$ cat src/rtl/audio_dac_stream_out.sv
// Stereo DAC streamer: per-channel sample FIFOs feed an I2S / left-justified serialiser on AUD_DACDAT.
// AUD_DACDAT lags a pin BCLK fall by 3 clk; a channel's ready drops only while its FIFO is full.

// Single-clock FIFO with combinational head and full/empty derived from the occupancy count.
module audio_dac_stream_fifo #(
  parameter int WIDTH = 16,
  parameter int DEPTH = 8
) (
  input  logic                   clk,
  input  logic                   reset_n,
  input  logic                   push_i,
  input  logic [WIDTH-1:0]       push_dat_i,
  input  logic                   pop_i,
  output logic [WIDTH-1:0]       head_dat_o,
  output logic                   empty_o,
  output logic                   full_o,
  output logic [$clog2(DEPTH):0] level_o
);
  localparam int AW = $clog2(DEPTH);
  localparam logic [AW:0] FULL_LVL = (AW+1)'(DEPTH);

  logic [WIDTH-1:0] mem_q [DEPTH];
  logic [AW-1:0]    wr_ptr_q, wr_ptr_d, rd_ptr_q, rd_ptr_d;
  logic [AW:0]      level_q, level_d;
  logic             do_push, do_pop;

  assign empty_o    = (level_q == '0);
  assign full_o     = (level_q == FULL_LVL);
  assign do_push    = push_i && !full_o;
  assign do_pop     = pop_i && !empty_o;
  assign head_dat_o = mem_q[rd_ptr_q];
  assign level_o    = level_q;

  always_comb begin
    wr_ptr_d = do_push ? wr_ptr_q + AW'(1) : wr_ptr_q;
    rd_ptr_d = do_pop  ? rd_ptr_q + AW'(1) : rd_ptr_q;
    level_d  = level_q;
    if (do_push && !do_pop)      level_d = level_q + (AW+1)'(1);
    else if (do_pop && !do_push) level_d = level_q - (AW+1)'(1);
  end

  always_ff @(posedge clk) begin
    if (do_push) mem_q[wr_ptr_q] <= push_dat_i;
  end

  always_ff @(posedge clk or negedge reset_n) begin
    if (!reset_n) begin
      wr_ptr_q <= '0;
      rd_ptr_q <= '0;
      level_q  <= '0;
    end else begin
      wr_ptr_q <= wr_ptr_d;
      rd_ptr_q <= rd_ptr_d;
      level_q  <= level_d;
    end
  end
endmodule

module audio_dac_stream_out #(
  parameter int DATA_WIDTH = 16,
  parameter int FIFO_DEPTH = 8,
  parameter int MODE       = 0
) (
  input  logic                        clk,
  input  logic                        reset_n,
  input  logic                        AUD_BCLK,
  input  logic                        AUD_DACLRCK,
  output logic                        AUD_DACDAT,
  input  logic [DATA_WIDTH-1:0]       to_dac_left_channel_data,
  input  logic                        to_dac_left_channel_valid,
  output logic                        to_dac_left_channel_ready,
  input  logic [DATA_WIDTH-1:0]       to_dac_right_channel_data,
  input  logic                        to_dac_right_channel_valid,
  output logic                        to_dac_right_channel_ready,
  input  logic                        mute,
  output logic [$clog2(FIFO_DEPTH):0] left_level,
  output logic [$clog2(FIFO_DEPTH):0] right_level,
  output logic [7:0]                  underrun_count,
  input  logic                        underrun_clear
);
  localparam int CW = $clog2(DATA_WIDTH + 1);
  localparam logic [CW-1:0] CNT_MAX = CW'(DATA_WIDTH);

  logic                  bclk_s1_q, bclk_s2_q, bclk_s3_q;
  logic                  lrck_s1_q, lrck_s2_q, lrck_q, lrck_d;
  logic                  bclk_fall, boundary;
  logic [DATA_WIDTH-1:0] l_head, r_head, sel_head, load_word;
  logic                  l_empty, r_empty, l_full, r_full, sel_empty, underrun;
  logic [DATA_WIDTH-1:0] sreg_q, sreg_d;
  logic [CW-1:0]         cnt_q, cnt_d;
  logic                  dat_q, dat_d;
  logic [7:0]            undr_q, undr_d;

  assign bclk_fall = bclk_s3_q && !bclk_s2_q;
  assign boundary  = bclk_fall && (lrck_s2_q != lrck_q);
  assign sel_empty = lrck_s2_q ? r_empty : l_empty;
  assign sel_head  = lrck_s2_q ? r_head : l_head;
  // Muted loads still consume the queued word so the FIFO keeps draining in step with the codec.
  assign load_word = (mute || sel_empty) ? '0 : sel_head;
  assign underrun  = boundary && sel_empty && !mute;

  audio_dac_stream_fifo #(.WIDTH(DATA_WIDTH), .DEPTH(FIFO_DEPTH)) u_left_fifo (
    .clk        (clk),
    .reset_n    (reset_n),
    .push_i     (to_dac_left_channel_valid),
    .push_dat_i (to_dac_left_channel_data),
    .pop_i      (boundary && !lrck_s2_q),
    .head_dat_o (l_head),
    .empty_o    (l_empty),
    .full_o     (l_full),
    .level_o    (left_level)
  );

  audio_dac_stream_fifo #(.WIDTH(DATA_WIDTH), .DEPTH(FIFO_DEPTH)) u_right_fifo (
    .clk        (clk),
    .reset_n    (reset_n),
    .push_i     (to_dac_right_channel_valid),
    .push_dat_i (to_dac_right_channel_data),
    .pop_i      (boundary && lrck_s2_q),
    .head_dat_o (r_head),
    .empty_o    (r_empty),
    .full_o     (r_full),
    .level_o    (right_level)
  );

  assign to_dac_left_channel_ready  = !l_full;
  assign to_dac_right_channel_ready = !r_full;
  assign AUD_DACDAT                 = dat_q;
  assign underrun_count             = undr_q;

  always_comb begin
    sreg_d = sreg_q;
    cnt_d  = cnt_q;
    dat_d  = dat_q;
    lrck_d = bclk_fall ? lrck_s2_q : lrck_q;
    if (boundary) begin
      if (MODE == 1) begin
        dat_d  = load_word[DATA_WIDTH-1];
        sreg_d = load_word << 1;
        cnt_d  = CW'(1);
      end else begin
        dat_d  = 1'b0;
        sreg_d = load_word;
        cnt_d  = '0;
      end
    end else if (bclk_fall) begin
      if (cnt_q < CNT_MAX) begin
        dat_d  = sreg_q[DATA_WIDTH-1];
        sreg_d = sreg_q << 1;
        cnt_d  = cnt_q + CW'(1);
      end else begin
        dat_d = 1'b0;
      end
    end
  end

  always_comb begin
    undr_d = undr_q;
    if (underrun_clear)                  undr_d = '0;
    else if (underrun && undr_q != 8'hFF) undr_d = undr_q + 8'd1;
  end

  always_ff @(posedge clk or negedge reset_n) begin
    if (!reset_n) begin
      bclk_s1_q <= 1'b0;
      bclk_s2_q <= 1'b0;
      bclk_s3_q <= 1'b0;
      lrck_s1_q <= 1'b0;
      lrck_s2_q <= 1'b0;
      lrck_q    <= 1'b0;
      sreg_q    <= '0;
      cnt_q     <= CNT_MAX;
      dat_q     <= 1'b0;
      undr_q    <= '0;
    end else begin
      bclk_s1_q <= AUD_BCLK;
      bclk_s2_q <= bclk_s1_q;
      bclk_s3_q <= bclk_s2_q;
      lrck_s1_q <= AUD_DACLRCK;
      lrck_s2_q <= lrck_s1_q;
      lrck_q    <= lrck_d;
      sreg_q    <= sreg_d;
      cnt_q     <= cnt_d;
      dat_q     <= dat_d;
      undr_q    <= undr_d;
    end
  end
endmodule

$ cat config.mk
export PLATFORM = sky130hd
export DESIGN_NAME = audio_dac_stream_out
export DESIGN_NICKNAME = d
export VERILOG_FILES = /design/src/rtl/audio_dac_stream_out.sv
export SDC_FILE = /design/constraint.sdc
export NUM_CORES = 1
export LEC_CHECK = 0
export BUFFER_PORTS_ARGS = -buffer_cell sky130_fd_sc_hd__buf_2
export CORE_ASPECT_RATIO = 1.5
export CORE_MARGIN = 2
export CORE_UTILIZATION = 60
export CTS_CLUSTER_SIZE = 10
export DETAILED_ROUTE_END_ITERATION = 8
export PLACE_DENSITY_LB_ADDON = 0.08
export SYNTH_ARGS = -nofsm -noshare
export SYNTH_HDL_FRONTEND = slang
export SYNTH_SLANG_ARGS = --single-unit
$ cat constraint.sdc
create_clock -name clk -period 7.1 [get_ports clk]
set_input_delay 1.775 -clock clk [delete_from_list [all_inputs] [get_ports clk]]
set_output_delay 1.775 -clock clk [all_outputs]
set_load 0.01 [all_outputs]
Word level (Yosys, flattened, before mapping) --
Memories as Yosys holds them, arrays and structs flattened. Cells that the tools add are included.
Storage, ports and cells: output and inout bits 19, flip-flop bits (word level) 56, memory bits (writable) 256, memories 2, bits of input ports 40, word-level logic and storage cells 90
Memory list:
- u_left_fifo.mem_q | depth 8, bits a word 16, read ports 1, clocked after Yosys merged registers in 0, wr ports 1, line 22 | logic [WIDTH-1:0] mem_q [DEPTH];
- u_right_fifo.mem_q | depth 8, bits a word 16, read ports 1, clocked after Yosys merged registers in 0, wr ports 1, line 22
Cells by class: add/subtract/negate cells 10, muxes and demuxes 22, magnitude comparators 1, reduce and logical (&&, ||, !) cells 35, equality and inequality tests 4
Operator list (count):
- 16-bit 2-to-1 mux | 5
- 4-bit 2-to-1 mux | 4
- 8-bit 2-to-1 mux | 2
- 1-bit logical AND | 15
- 5-bit 2-to-1 mux | 3
- 3-bit by 1-bit adder with 3-bit output (second input constant) | 4
- 1-bit zero test | 11
- 2-bit nonzero test | 5
- 4-bit by 1-bit adder with 4-bit output (second input constant) | 2
- 8-bit by 1-bit adder with 8-bit output (second input constant) | 1
- 4-bit equality test (second input constant) | 2
- 4-bit zero test | 2
- 1-bit 2-to-1 mux | 8
- 8-bit inequality test (second input constant) | 1
- 4-bit by 1-bit subtractor with 4-bit output (second input constant) | 2
- 5-bit by 1-bit adder with 5-bit output (second input constant) | 1
- 5-bit less-than comparator (second input constant) | 1
- 2-bit AND reduction | 1
- 1-bit logical OR | 1
- 1-bit inequality test | 1

Depth between registers and ports, before layout --
depth after elaboration 8, depth in mapped cells 11, mapped depth without buffers 11

Hierarchy --
Synthesis repeated with hierarchy kept, for this count alone.
Unflattened totals: cells, all modules 662, area, all modules 12846.1 µm²
By module, submodules not included:
- audio_dac_stream_fifo at u_right_fifo | cells an instance 250, seq. area each 4093.9 µm², area an instance 5562.8 µm², times used 1
- audio_dac_stream_fifo at u_left_fifo | cells an instance 250, seq. area each 4093.9 µm², area an instance 5561.6 µm², times used 1
- audio_dac_stream_out | cells an instance 162, seq. area each 902.1 µm², area an instance 1721.7 µm², times used 1

Worst setup path before layout --
No wires, ideal clock.
path kind in2reg, start point input to_dac_left_channel_valid, end point memory u_left_fifo.mem_q[1][0] (enable), setup time 436 ps, cell stages on the path 2, required time 6664 ps, path buffers 0, setup slack 3034 ps, arrival time 3629 ps, cells stage by stage nand2_1 nor4b_1
Between the ends: longest elaborated chain between the ends 3
RTL lines:
- from (decl) | line 70 | input logic to_dac_left_channel_valid,
- 1-bit logical AND | line 29 | assign do_push = push_i && !full_o;
- 1-bit 2-to-1 mux | line 43 | if (do_push) mem_q[wr_ptr_q] <= push_dat_i;
- 1-bit 2-to-1 mux (implied by the code) | line 43
- to (decl) | line 22
Every way passes these cells.

Final worst setup path --
start point input to_dac_right_channel_valid, end point register u_right_fifo.level_q[3], in the netlist u_right_fifo.level_o[3]
Between the ends: longest elaborated chain between the ends 4, elaborated cells between the ends (all ways) 6, those cells by class 1 x mux; 5 x reduce/logical
RTL lines:
- from (decl) | line 73 | input logic to_dac_right_channel_valid,
- 1-bit logical AND * | line 29
- via u_right_fifo.do_push | line 25 | logic do_push, do_pop;
- 1-bit zero test | line 39 | else if (do_pop && !do_push) level_d = level_q - (AW+1)'(1);
- 1-bit logical AND | line 39
- 2-bit nonzero test (no source line)
- to (signal assigned) | line 54 | level_q <= level_d;
- to (decl) | line 24 | logic [AW:0] level_q, level_d;
The timed path passes the listed nets; every way through them passes the cells marked *. A chain may end at the register's enable or synchronous reset.

==> run metrics <==
cell area after synthesis=between 10000 and 15000 µm²; path type of the worst setup path=primary input to register; Critical Path RT=between 7000 and 8000 ps; initial antenna violation count=0; relative slew slack=between 20% and 30%; reg-to-reg slack, setup=roughly 4200 ps; grt ovf=0; detailed-route wire length=between 20 and 25 mm; #FFs+latches synth=312; row count=64; Final period util=a little under half; max_cap viols=0; CTS tree=yes; status=finished, final reports clean; Post-synth EDFFs=roughly 260; DRT iter0 DRCs=approximately 370; Die X=121.8 µm; DR vias=6178; worst skew pair latency=around 500 ps; hold_buf cts=0; Ports=between 50 and 60; Achievable Freq=304.0 MHz; synthesis-to-finish area growth=14.04%; largest net degree at the start of global routing=57; Final TNS setup=0 ps; Buf+Inv Stages, Crit Path=3; Worst VDD drop=roughly 0.00024 V; leakage dissipation=about 5.0 nW; Top Family by Delay on Critical Path=adder cells; count of final setup violators=0; most common cell in the netlist=edfxtp_1; dpl cells=940; Worst EP arrival=about 3700 ps; drt wl/cell=between 20 and 25 µm; first drt pass iteration count=5; Total Power=between 5 and 6 mW; Final #Nets=between 700 and 800; total CTS buffers=37; initial core utilization=between 60% and 70%; vias per inst=roughly 6; Seq/Total Area, Yosys=72.76%; final hold viol count=0; crit start category=primary input; core area=around 20000 µm²; DRC viols=0; Cells after Synth=630; PwrDens=between 300 and 400 nW/µm²; layout cells sized above 1=a little over a quarter; CTS H-tree depth=2; Ys Warns=0; Max Buffers Root-to-Sink=3; Min Hold Slack=about 350 ps; CTS-repair resized insts=0; clock root buffer=clkbuf_16; antenna-violating nets left=0; clock-pin slew of the registers on the worst-case setup and hold paths=about 60 ps; Synth area leaders=edfxtp_1, dfrtp_1, mux4_1, mux4_2, mux2_2; Layout Cells excl Fill=1001; Final min period=~3300 ps; GPL Wtd Cong=between 0.7 and 0.8; Slowest cell on crit path=nand2_1; clk_skew=about 8.9 ps; distinct cell type count after synthesis=50; CP Cell Sequence=buf_2 -> nand2_1 -> inv_1 -> ha_1 -> inv_1 -> ha_1 -> a21o_1 -> a21oi_1 -> mux2i_1 -> xnor2_1; Hold Path Class=register to register; first-pass GRT wire length=35.82 mm; Syn Nets=684; top cells by count, synth=edfxtp_1, dfrtp_1, mux4_2; ys async rst share=between 10% and 20%; GR Util All Layers=21.68%; synthesized area per cell=around 20 µm²; dpl hpwl=14.33 mm; diode count=0; CP max stage delay=~270 ps; Yosys top cell area share=61.53%; vias in the first global route=6556; Post-CTS Setup Bufs=0; # port buffers=between 50 and 60; Die H=approximately 180 µm; top_reg_cell synth=edfxtp_1; Least-Margin Pin Slew=1199 ps; Worst Path Max Fanout=5; crit path capture type=register; RSZ-0062 raised after global routing=false; Die ar.=22020 µm²; Synth area leader=edfxtp_1; Sink Count=between 300 and 400; max-slew violations=0
-- per-layer routing --
metal | up-vias | track usage (%) | routed length (µm)
met3 | 36 | 3.378 | 823
met4 | 0 | 6.483 | 401
met5 | - | 0 | 0
li1 | 2770 | - | -
met1 | 3241 | 27.38 | 9039
met2 | 131 | 38.64 | 12590
-- metrics by stage --
stage	utilization [%]	instance area (µm²)	setup slack (ps)
3_5_place_dp	64.54	13180	3359
2_1_floorplan	-	12490	3034
5_1_grt	69.77	14250	3683
4_1_cts	69.77	14250	3835
3_3_place_gp	64.54	13180	3384
6_report	69.77	14250	3811
-- report_power, final --
group | internal [mW] | switching (mW)
clock | 1.01 | 0.656
combinational | 0.643 | 0.629
sequential | 2.31 | 0.237
total | 3.96 | 1.52
-- registers in the layout, summed over array words and instances (netlist names) --
register               count
bclk_s3_q                  1
lrck_s1_q                  1
u_right_fifo.mem_q       128
underrun_count             8
sreg_q                    16
bclk_s1_q                  1
cnt_q                      5
u_left_fifo.rd_ptr_q       3
lrck_s2_q                  1
u_right_fifo.rd_ptr_q      3
u_right_fifo.level_o       4
u_left_fifo.mem_q        128
u_right_fifo.wr_ptr_q      3
bclk_s2_q                  1
lrck_q                     1
u_left_fifo.level_o        4
u_left_fifo.wr_ptr_q       3
AUD_DACDAT                 1
-- cell usage in the layout, fill, tap and decap left out, types with 9 or more instances in the layout --
cell	n
a222oi_1	15
ha_1	12
a21oi_1	11
clkbuf_1	20
inv_1	10
xnor2_1	10
nor2_1	11
clkbuf_16	39
edfxtp_1	256
dfrtp_1	53
o21ai_0	9
mux4_2	34
buf_4	17
nand2_1	23
buf_2	58
mux2_2	25
o21ai_1	15
mux2i_1	18
mux4_1	30
-- cells by family after synthesis --
| family | Yosys count | synth area share, % |
|---|---|---|
| flops | 312 | 72.76 |
| mux | 107 | 16.13 |
| simple gates | 78 | 3.415 |
| compound gates | 64 | 3.495 |
| buf+inv | 40 | 1.562 |
| xor+xnor | 15 | 1.112 |
| fa+ha+maj | 14 | 1.522 |
-- path summary, 6_finish.rpt --
check                                      startpoint                       to  cells after the start
max in group asynchronous                     reset_n  u_left_fifo.rd_ptr_q[0]                      2
max                        to_dac_right_channel_valid  u_right_fifo.level_o[3]                     10
max reg2reg                                 bclk_s2_q  u_right_fifo.level_o[3]                     10
min reg2reg                                 bclk_s1_q                bclk_s2_q                      0
min in group asynchronous                     reset_n               sreg_q[10]                      2
min                                         bclk_s1_q                bclk_s2_q                      0
-- cell type report --
cell class / instances / area (µm²)
fill: 1283 / 6172
clock inverter: 2 / 17.52
tap: 264 / 330.3
inverter: 11 / 41.29
timing repair buffer: 75 / 417.9
multi-input combinational: 278 / 3297
clock buffer: 59 / 1051
sequential: 312 / 9092
-- worst reg2reg max path: stages, from the launching register on --
cell and delay [ps]:
dfrtp_1 400, nand2b_1 310, nor3_1 580, inv_1 110, ha_1 230, inv_1 140
ha_1 260, a21o_1 170, a21oi_1 190, mux2i_1 270, xnor2_1 140
No activity file was read; power rests on OpenSTA's default activity.
